## src/rtl/mfp_ahb_pkg.sv

```systemverilog
// Shared AHB-Lite encodings and pipeline-stage records for the mfp AHB masters and slaves.
package mfp_ahb_pkg;

  localparam logic [1:0] HTRANS_IDLE   = 2'b00;
  localparam logic [1:0] HTRANS_NONSEQ = 2'b10;

  localparam logic [2:0] HBURST_SINGLE = 3'b000;

  localparam logic [2:0] HSIZE_BYTE = 3'b000;
  localparam logic [2:0] HSIZE_HALF = 3'b001;
  localparam logic [2:0] HSIZE_WORD = 3'b010;

  localparam logic HRESP_OKAY  = 1'b0;
  localparam logic HRESP_ERROR = 1'b1;

  // Address-phase stage: everything needed to drive the bus and to carry into the data phase.
  typedef struct packed {
    logic        valid;
    logic        write;
    logic [1:0]  size;
    logic [31:0] addr;
    logic [31:0] wdata;
  } addr_stage_t;

  // Data-phase stage: only the low address bits survive, for lane selection.
  typedef struct packed {
    logic        valid;
    logic        write;
    logic [1:0]  size;
    logic [1:0]  addr_lo;
    logic [31:0] wdata;
  } data_stage_t;

endpackage

```

## src/rtl/mfp_ahb_lite_master_if.sv

```systemverilog
// Request/response handshake plus AHB-Lite bus signals of the mfp AHB-Lite master.
interface mfp_ahb_lite_master_if;

  logic        req_valid;
  logic        req_ready;
  logic        req_write;
  logic [31:0] req_addr;
  logic [1:0]  req_size;
  logic [31:0] req_wdata;

  logic        rsp_valid;
  logic [31:0] rsp_rdata;
  logic        rsp_error;

  logic [31:0] HADDR;
  logic [1:0]  HTRANS;
  logic [2:0]  HBURST;
  logic [2:0]  HSIZE;
  logic        HWRITE;
  logic [31:0] HWDATA;
  logic        HREADY;
  logic        HRESP;
  logic [31:0] HRDATA;

  // The master modport is the bridge's own view; slave is the view of whatever surrounds it.
  modport master (
    input  req_valid, req_write, req_addr, req_size, req_wdata,
    input  HREADY, HRESP, HRDATA,
    output req_ready, rsp_valid, rsp_rdata, rsp_error,
    output HADDR, HTRANS, HBURST, HSIZE, HWRITE, HWDATA
  );

  modport slave (
    output req_valid, req_write, req_addr, req_size, req_wdata,
    output HREADY, HRESP, HRDATA,
    input  req_ready, rsp_valid, rsp_rdata, rsp_error,
    input  HADDR, HTRANS, HBURST, HSIZE, HWRITE, HWDATA
  );

endinterface

```

## src/rtl/mfp_ahb_lane_mux.sv

```systemverilog
// Byte-lane handling for AHB-Lite masters: write-data replication and read-data extraction.
module mfp_ahb_lane_mux
  import mfp_ahb_pkg::*;
#(
  parameter bit RDATA_ALIGN = 1'b1
) (
  input  logic [1:0]  size,
  input  logic [1:0]  addr_lo,
  input  logic [31:0] wdata,
  output logic [31:0] hwdata,
  input  logic [31:0] hrdata,
  output logic [31:0] rdata
);

  logic [31:0] byte_shifted;
  logic [31:0] half_shifted;

  assign byte_shifted = hrdata >> {addr_lo, 3'b000};
  assign half_shifted = hrdata >> {addr_lo[1], 4'b0000};

  always_comb begin
    hwdata = wdata;
    unique case (size)
      HSIZE_BYTE[1:0]: hwdata = {4{wdata[7:0]}};
      HSIZE_HALF[1:0]: hwdata = {2{wdata[15:0]}};
      default:         hwdata = wdata;
    endcase
  end

  // Size 3 falls through to the word case on both paths.
  always_comb begin
    rdata = hrdata;
    if (RDATA_ALIGN) begin
      unique case (size)
        HSIZE_BYTE[1:0]: rdata = {24'h000000, byte_shifted[7:0]};
        HSIZE_HALF[1:0]: rdata = {16'h0000, half_shifted[15:0]};
        default:         rdata = hrdata;
      endcase
    end
  end

endmodule

```

## src/rtl/mfp_ahb_lite_master.sv

```systemverilog
// Single-initiator AHB-Lite master: valid/ready requests in, one in-order response per transfer.
module mfp_ahb_lite_master
  import mfp_ahb_pkg::*;
#(
  parameter bit RDATA_ALIGN = 1'b1
) (
  input logic                  HCLK,
  input logic                  HRESETn,
  mfp_ahb_lite_master_if.master bus
);

  addr_stage_t a_q;
  data_stage_t d_q;

  logic        rsp_valid_q;
  logic        rsp_error_q;
  logic [31:0] rsp_rdata_q;

  logic        accept;
  logic        complete;
  logic [31:0] lane_hwdata;
  logic [31:0] lane_rdata;

  // An empty address stage may fill even during a wait state (IDLE -> NONSEQ is legal there).
  assign bus.req_ready = !a_q.valid || bus.HREADY;
  assign accept        = bus.req_valid && bus.req_ready;
  assign complete      = d_q.valid && bus.HREADY;

  mfp_ahb_lane_mux #(
    .RDATA_ALIGN(RDATA_ALIGN)
  ) u_lane_mux (
    .size   (d_q.size),
    .addr_lo(d_q.addr_lo),
    .wdata  (d_q.wdata),
    .hwdata (lane_hwdata),
    .hrdata (bus.HRDATA),
    .rdata  (lane_rdata)
  );

  always_ff @(posedge HCLK) begin
    if (!HRESETn) begin
      a_q         <= '0;
      d_q         <= '0;
      rsp_valid_q <= 1'b0;
      rsp_error_q <= 1'b0;
      rsp_rdata_q <= '0;
    end else begin
      if (bus.HREADY) begin
        d_q <= '{valid:   a_q.valid,
                 write:   a_q.write,
                 size:    a_q.size,
                 addr_lo: a_q.addr[1:0],
                 wdata:   a_q.wdata};
      end

      if (accept) begin
        a_q <= '{valid: 1'b1,
                 write: bus.req_write,
                 size:  bus.req_size,
                 addr:  bus.req_addr,
                 wdata: bus.req_wdata};
      end else if (bus.HREADY) begin
        a_q.valid <= 1'b0;
      end

      rsp_valid_q <= complete;
      rsp_error_q <= complete && (bus.HRESP == HRESP_ERROR);
      if (complete) begin
        rsp_rdata_q <= (d_q.write || (bus.HRESP == HRESP_ERROR)) ? '0 : lane_rdata;
      end
    end
  end

  assign bus.HTRANS = a_q.valid ? HTRANS_NONSEQ : HTRANS_IDLE;
  assign bus.HADDR  = a_q.addr;
  assign bus.HSIZE  = {1'b0, a_q.size};
  assign bus.HWRITE = a_q.write;
  assign bus.HBURST = HBURST_SINGLE;
  assign bus.HWDATA = lane_hwdata;

  assign bus.rsp_valid = rsp_valid_q;
  assign bus.rsp_error = rsp_error_q;
  assign bus.rsp_rdata = rsp_rdata_q;

endmodule

```

## src/flat_wrapper.sv

```systemverilog
// flat-port wrapper written by rule: the top's interface ports become plain ports
module mfp_ahb_lite_master_flat import mfp_ahb_pkg::*;
#(
  parameter bit RDATA_ALIGN = 1'b1
)
  (HCLK, HRESETn, bus_req_valid, bus_req_write, bus_req_addr, bus_req_size, bus_req_wdata, bus_HREADY, bus_HRESP, bus_HRDATA, bus_req_ready, bus_rsp_valid, bus_rsp_rdata, bus_rsp_error, bus_HADDR, bus_HTRANS, bus_HBURST, bus_HSIZE, bus_HWRITE, bus_HWDATA);
  mfp_ahb_lite_master_if bus_i ();
  input logic HCLK;
  input logic HRESETn;
  input wire logic [$bits(bus_i.req_valid)-1:0] bus_req_valid;
  input wire logic [$bits(bus_i.req_write)-1:0] bus_req_write;
  input wire logic [$bits(bus_i.req_addr)-1:0] bus_req_addr;
  input wire logic [$bits(bus_i.req_size)-1:0] bus_req_size;
  input wire logic [$bits(bus_i.req_wdata)-1:0] bus_req_wdata;
  input wire logic [$bits(bus_i.HREADY)-1:0] bus_HREADY;
  input wire logic [$bits(bus_i.HRESP)-1:0] bus_HRESP;
  input wire logic [$bits(bus_i.HRDATA)-1:0] bus_HRDATA;
  output wire logic [$bits(bus_i.req_ready)-1:0] bus_req_ready;
  output wire logic [$bits(bus_i.rsp_valid)-1:0] bus_rsp_valid;
  output wire logic [$bits(bus_i.rsp_rdata)-1:0] bus_rsp_rdata;
  output wire logic [$bits(bus_i.rsp_error)-1:0] bus_rsp_error;
  output wire logic [$bits(bus_i.HADDR)-1:0] bus_HADDR;
  output wire logic [$bits(bus_i.HTRANS)-1:0] bus_HTRANS;
  output wire logic [$bits(bus_i.HBURST)-1:0] bus_HBURST;
  output wire logic [$bits(bus_i.HSIZE)-1:0] bus_HSIZE;
  output wire logic [$bits(bus_i.HWRITE)-1:0] bus_HWRITE;
  output wire logic [$bits(bus_i.HWDATA)-1:0] bus_HWDATA;
  assign bus_i.req_valid = bus_req_valid;
  assign bus_i.req_write = bus_req_write;
  assign bus_i.req_addr = bus_req_addr;
  assign bus_i.req_size = bus_req_size;
  assign bus_i.req_wdata = bus_req_wdata;
  assign bus_i.HREADY = bus_HREADY;
  assign bus_i.HRESP = bus_HRESP;
  assign bus_i.HRDATA = bus_HRDATA;
  assign bus_req_ready = bus_i.req_ready;
  assign bus_rsp_valid = bus_i.rsp_valid;
  assign bus_rsp_rdata = bus_i.rsp_rdata;
  assign bus_rsp_error = bus_i.rsp_error;
  assign bus_HADDR = bus_i.HADDR;
  assign bus_HTRANS = bus_i.HTRANS;
  assign bus_HBURST = bus_i.HBURST;
  assign bus_HSIZE = bus_i.HSIZE;
  assign bus_HWRITE = bus_i.HWRITE;
  assign bus_HWDATA = bus_i.HWDATA;
  mfp_ahb_lite_master #(.RDATA_ALIGN(RDATA_ALIGN)) u_core (.HCLK(HCLK), .HRESETn(HRESETn), .bus(bus_i));
endmodule
```

## config.mk

```make
export PLATFORM = sky130hd
export DESIGN_NAME = mfp_ahb_lite_master_flat
export DESIGN_NICKNAME = d
export VERILOG_FILES = /design/src/rtl/mfp_ahb_pkg.sv /design/src/rtl/mfp_ahb_lite_master_if.sv /design/src/rtl/mfp_ahb_lane_mux.sv /design/src/rtl/mfp_ahb_lite_master.sv /design/src/flat_wrapper.sv
export SDC_FILE = /design/constraint.sdc
export NUM_CORES = 1
export LEC_CHECK = 0
export BUFFER_PORTS_ARGS = -buffer_cell sky130_fd_sc_hd__clkbuf_2
export CAP_MARGIN = 5
export CORE_ASPECT_RATIO = 0.75
export CORE_MARGIN = 2
export CORE_UTILIZATION = 47
export CTS_BUF_LIST = sky130_fd_sc_hd__clkbuf_8
export CTS_CLUSTER_SIZE = 20
export DETAILED_ROUTE_END_ITERATION = 10
export PLACE_DENSITY_LB_ADDON = 0.08
export SYNTH_ARGS = -nofsm -noshare
export SYNTH_HDL_FRONTEND = slang
export SYNTH_SLANG_ARGS = --single-unit
```

## constraint.sdc

```tcl
create_clock -name HCLK -period 1.35 [get_ports HCLK]
set_input_delay 0 -clock HCLK [delete_from_list [all_inputs] [get_ports HCLK]]
set_output_delay 0 -clock HCLK [all_outputs]
set_load 0.02 [all_outputs]
```

==> impl_metrics.csv <==
group,metric,value,unit
place,gp_congestion,0.840,
routing,met1_length,8.25,mm
pwr,p_per_area,1030,nW/um2
flow_run,maxCapViolCount,0,
place,dp.cells,995,
sta,hold_viol,0,
synthesis,yosysWarnings,0,
finish,layout.cells.non_filler,1138,
synthesis,ys_types,36,
synthesis,synth_area,6290,um2
place,dpl.hpwl,11.1,mm
pwr,p_leak,4.02,nW
sta,clock_skew,0.00959,ns
setup_path,worstPathCellList,"buf_6 > nor2_4 > buf_4 > mux2_2 > clkbuf_8",
finish,area_delta_synth_final,42.9,%
floorplanning,dieArea,14300,um2
synthesis,syn_inst,686,
routing,maxUsedRoutingLayer,"met4",
clock_network,clk_latency,0.45,ns
setup_path,worstPathMaxFanout,5,
floorplanning,rows,36,
global_routing,grt_pass1_wl,27.8,mm
routing,via_per_inst,4.95,
sta,grt_setup_unrepaired,"yes",
worst_hold_path,hold_class,"input port to flop",
routing,wire_per_inst,15.8,um
sta,max_freq,613,MHz
floorplanning,initial_core_util,48.3,%
global_routing,antenna_found_initial,0,
global_routing,grt_max_degree,57,
sta,setup_slack,-0.281,ns
setup_path,slowest_delay,0.33,ns
sta,worst_pin_slew,0.678,ns
status,violations,"negative setup slack",
routing,wirelength,18.0,mm
global_routing,track_usage,24.8,%
status,outcome,"finished with violations",
synthesis,ys_seq_area_share,44.6,%
place,place_area,7220,um2
clock_network,numCtsBuffers,17,
sta,period_needed,1.63,ns
floorplanning,ios,212,
routing,routed-via-count,5636,
routing,ant_nets,0,
finish,final_area,8990,um2
routing,drtIter0Drc,342,
place,port_buffers,206,
routing,drtPass1Iterations,7,
setup_path,crit_required,1.35,ns
setup_path,arrival,1.63,ns
clock_network,cts_num_sinks,140,
clock_network,root_buffer,"clkbuf_8",
clock_network,clock_path_buffers,2,
global_routing,grt_pass1_vias,5572,
clock_network,cts-htree-levels,4,
sta,max_slew_margin,54.7,%
sta,slew_violations,0,
floorplanning,fp.dieW,138,um
synthesis,postSynthAreaPerCell,9.17,um2
sta,post-route-period-util,121,%
floorplanning,fp.coreArea,13000,um2
clock_network,path_clk_slew,0.07,ns
routing,route.met2.wl,8.18,mm
finish,drive_gt1_share,33.0,%
global_routing,grt-ovfl-total,0,
setup_path,slowest_stage,"dfxtp_2",
routing,drc,0,
routing,met3_length,1.22,mm
finish,n_antenna_cell,0,
setup_path,cp-start-kind,"flop",
setup_path,cp-end-kind,"output pin",
sta,setup_violations,27,
pwr,ir_worst_vdd,0.614,mV
setup_path,worstSetupPathType,"flop to output pin",
floorplanning,die_h,104,um
finish,nNetsFinal,1058,
clock_network,cts_tree,"yes",
synthesis,ys_ff_latch,140,
[critical path: cells and delay by family, from the launching register on]
kind,cells,cell delay [ns]
multiplexers,1,0.33
AND/OR/NAND/NOR,1,0.12
flip-flops,1,0.33
buffers and inverters,3,0.42
[synthesized netlist by cell type, drive strengths merged]
cell type	instances	area share [%]
inv	2	0.12
dfxtp	140	45
nor3b	1	0.12
and3b	1	0.20
nand3b	1	0.12
a222oi	10	1.6
nor2	10	0.64
o2bb2ai	2	0.28
clkbuf	21	1.3
or3b	1	0.14
a221oi	1	0.14
a22oi	16	1.9
a21boi	68	8.1
nand3	1	0.080
o21a	3	0.36
conb	1	0.060
o21ai	12	0.96
nor2b	61	6.1
a21oi	7	0.56
nor4bb	1	0.16
mux2	28	5.0
and3	1	0.10
mux2i	49	7.8
nand2	159	9.5
a21o	5	0.60
a22o	3	0.42
nand2b	1	0.22
and2	3	0.32
buf	77	8.6
[power by group]
part | internal (W) | switching, W | total (W) | leakage, nW
clock network | 0.00185 | 0.00161 | 0.00346 | 0.215
logic | 0.000734 | 0.000691 | 0.00143 | 2.66
registers | 0.00429 | 0.000106 | 0.00439 | 1.14
[sequential cells by signal (all words and copies together), names as in the netlist]
signal,count
u_core.a_q,33
u_core.bus.rsp_rdata,32
u_core.bus.HWRITE,1
u_core.bus.HSIZE,2
u_core.d_q,38
u_core.bus.HADDR,32
u_core.bus.rsp_valid,1
u_core.bus.rsp_error,1
[final cells by class]
class                           count  area, um2
Clock buffer                       18        248
Clock inverter                     14        153
Fill cell                        1007       4030
Inverter                            2       7.51
Multi-Input combinational cell    450       2980
Sequential cell                   140       2810
Tap cell                          171        214
Timing Repair Buffer              343       2570
[cell families after synthesis]
group / after synthesis / share of synthesized area (%)
AND/OR/NAND/NOR: 241 / 17.7
flip-flops: 140 / 44.6
AO/OA/AOI/OAI: 127 / 14.9
buffers and inverters: 100 / 9.97
multiplexers: 77 / 12.8
other: 1 / 0.0596
[routing by layer]
layer | vias to the layer above | global-route usage [%]
met1 | 2591 | 32.1
met5 | - | 0
met2 | 215 | 39.2
met3 | 30 | 6.63
met4 | 0 | 9.50
li1 | 2800 | -
[layout by cell type, fill, tap and decap left out, types with 4 or more instances in the layout]
master and count:
clkbuf_2 191, nand2_1 158, dfxtp_1 135, dlygate4sd3_1 105, nor2b_1 60, mux2i_1 44, a21boi_0 38, a21boi_1 30
mux2_2 20, clkbuf_8 19, buf_4 18, a22oi_1 16, a222oi_1 10, o21ai_0 9, buf_8 9, mux2_4 8
buf_12 8, a21oi_1 7, nor2_1 6, clkinv_2 6, a21o_1 5, conb_1 5, buf_2 5, dfxtp_2 5
mux2i_2 4, inv_1 4, buf_6 4
[through the flow]
| step | hold WS, ns | TNS, ns | utilization (%) | worst slack (ns) | power [W] |
|---|---|---|---|---|---|
| after floorplan | 0.122 | 0 | - | 0.0397 | 0.00522 |
| after global placement | 0.223 | 0 | 55.4 | 0.0227 | 0.00553 |
| after detailed placement | 0.229 | -0.0944 | 55.4 | -0.0228 | 0.00556 |
| after CTS | 0.0304 | -6.62 | 68.1 | -0.319 | 0.00928 |
| after global routing | 0.0321 | -7.33 | 69.0 | -0.342 | 0.00966 |
| final | 0.0530 | -5.16 | 69.0 | -0.281 | 0.00928 |
[path summary, 6_finish.rpt]
| path | startpoint | to | slack, ns | cells past startpoint |
|---|---|---|---|---|
| setup reg to reg | u_core.d_q[35] | u_core.bus.rsp_rdata[5] | -0.04 | 6 |
| hold reg to reg | u_core.a_q[22] | u_core.a_q[22] | 0.46 | 2 |
| setup / recovery | u_core.d_q[35] | bus_HWDATA[8] | -0.28 | 5 |
| hold / removal | HRESETn | u_core.d_q[34] | 0.05 | 3 |
[what timing repair did]
item / in CTS / in global routing
endpoints found under the hold margin: 101 / 0
endpoints found under the setup margin: 30 / 59
cloned: 0 / 2
pin swaps: 3 / 13
setup buffers: 4 / 3
gates resized for setup: 42 / 34
hold buffers: 105 / 0
Note: power is estimated with default switching activity, not from simulation.
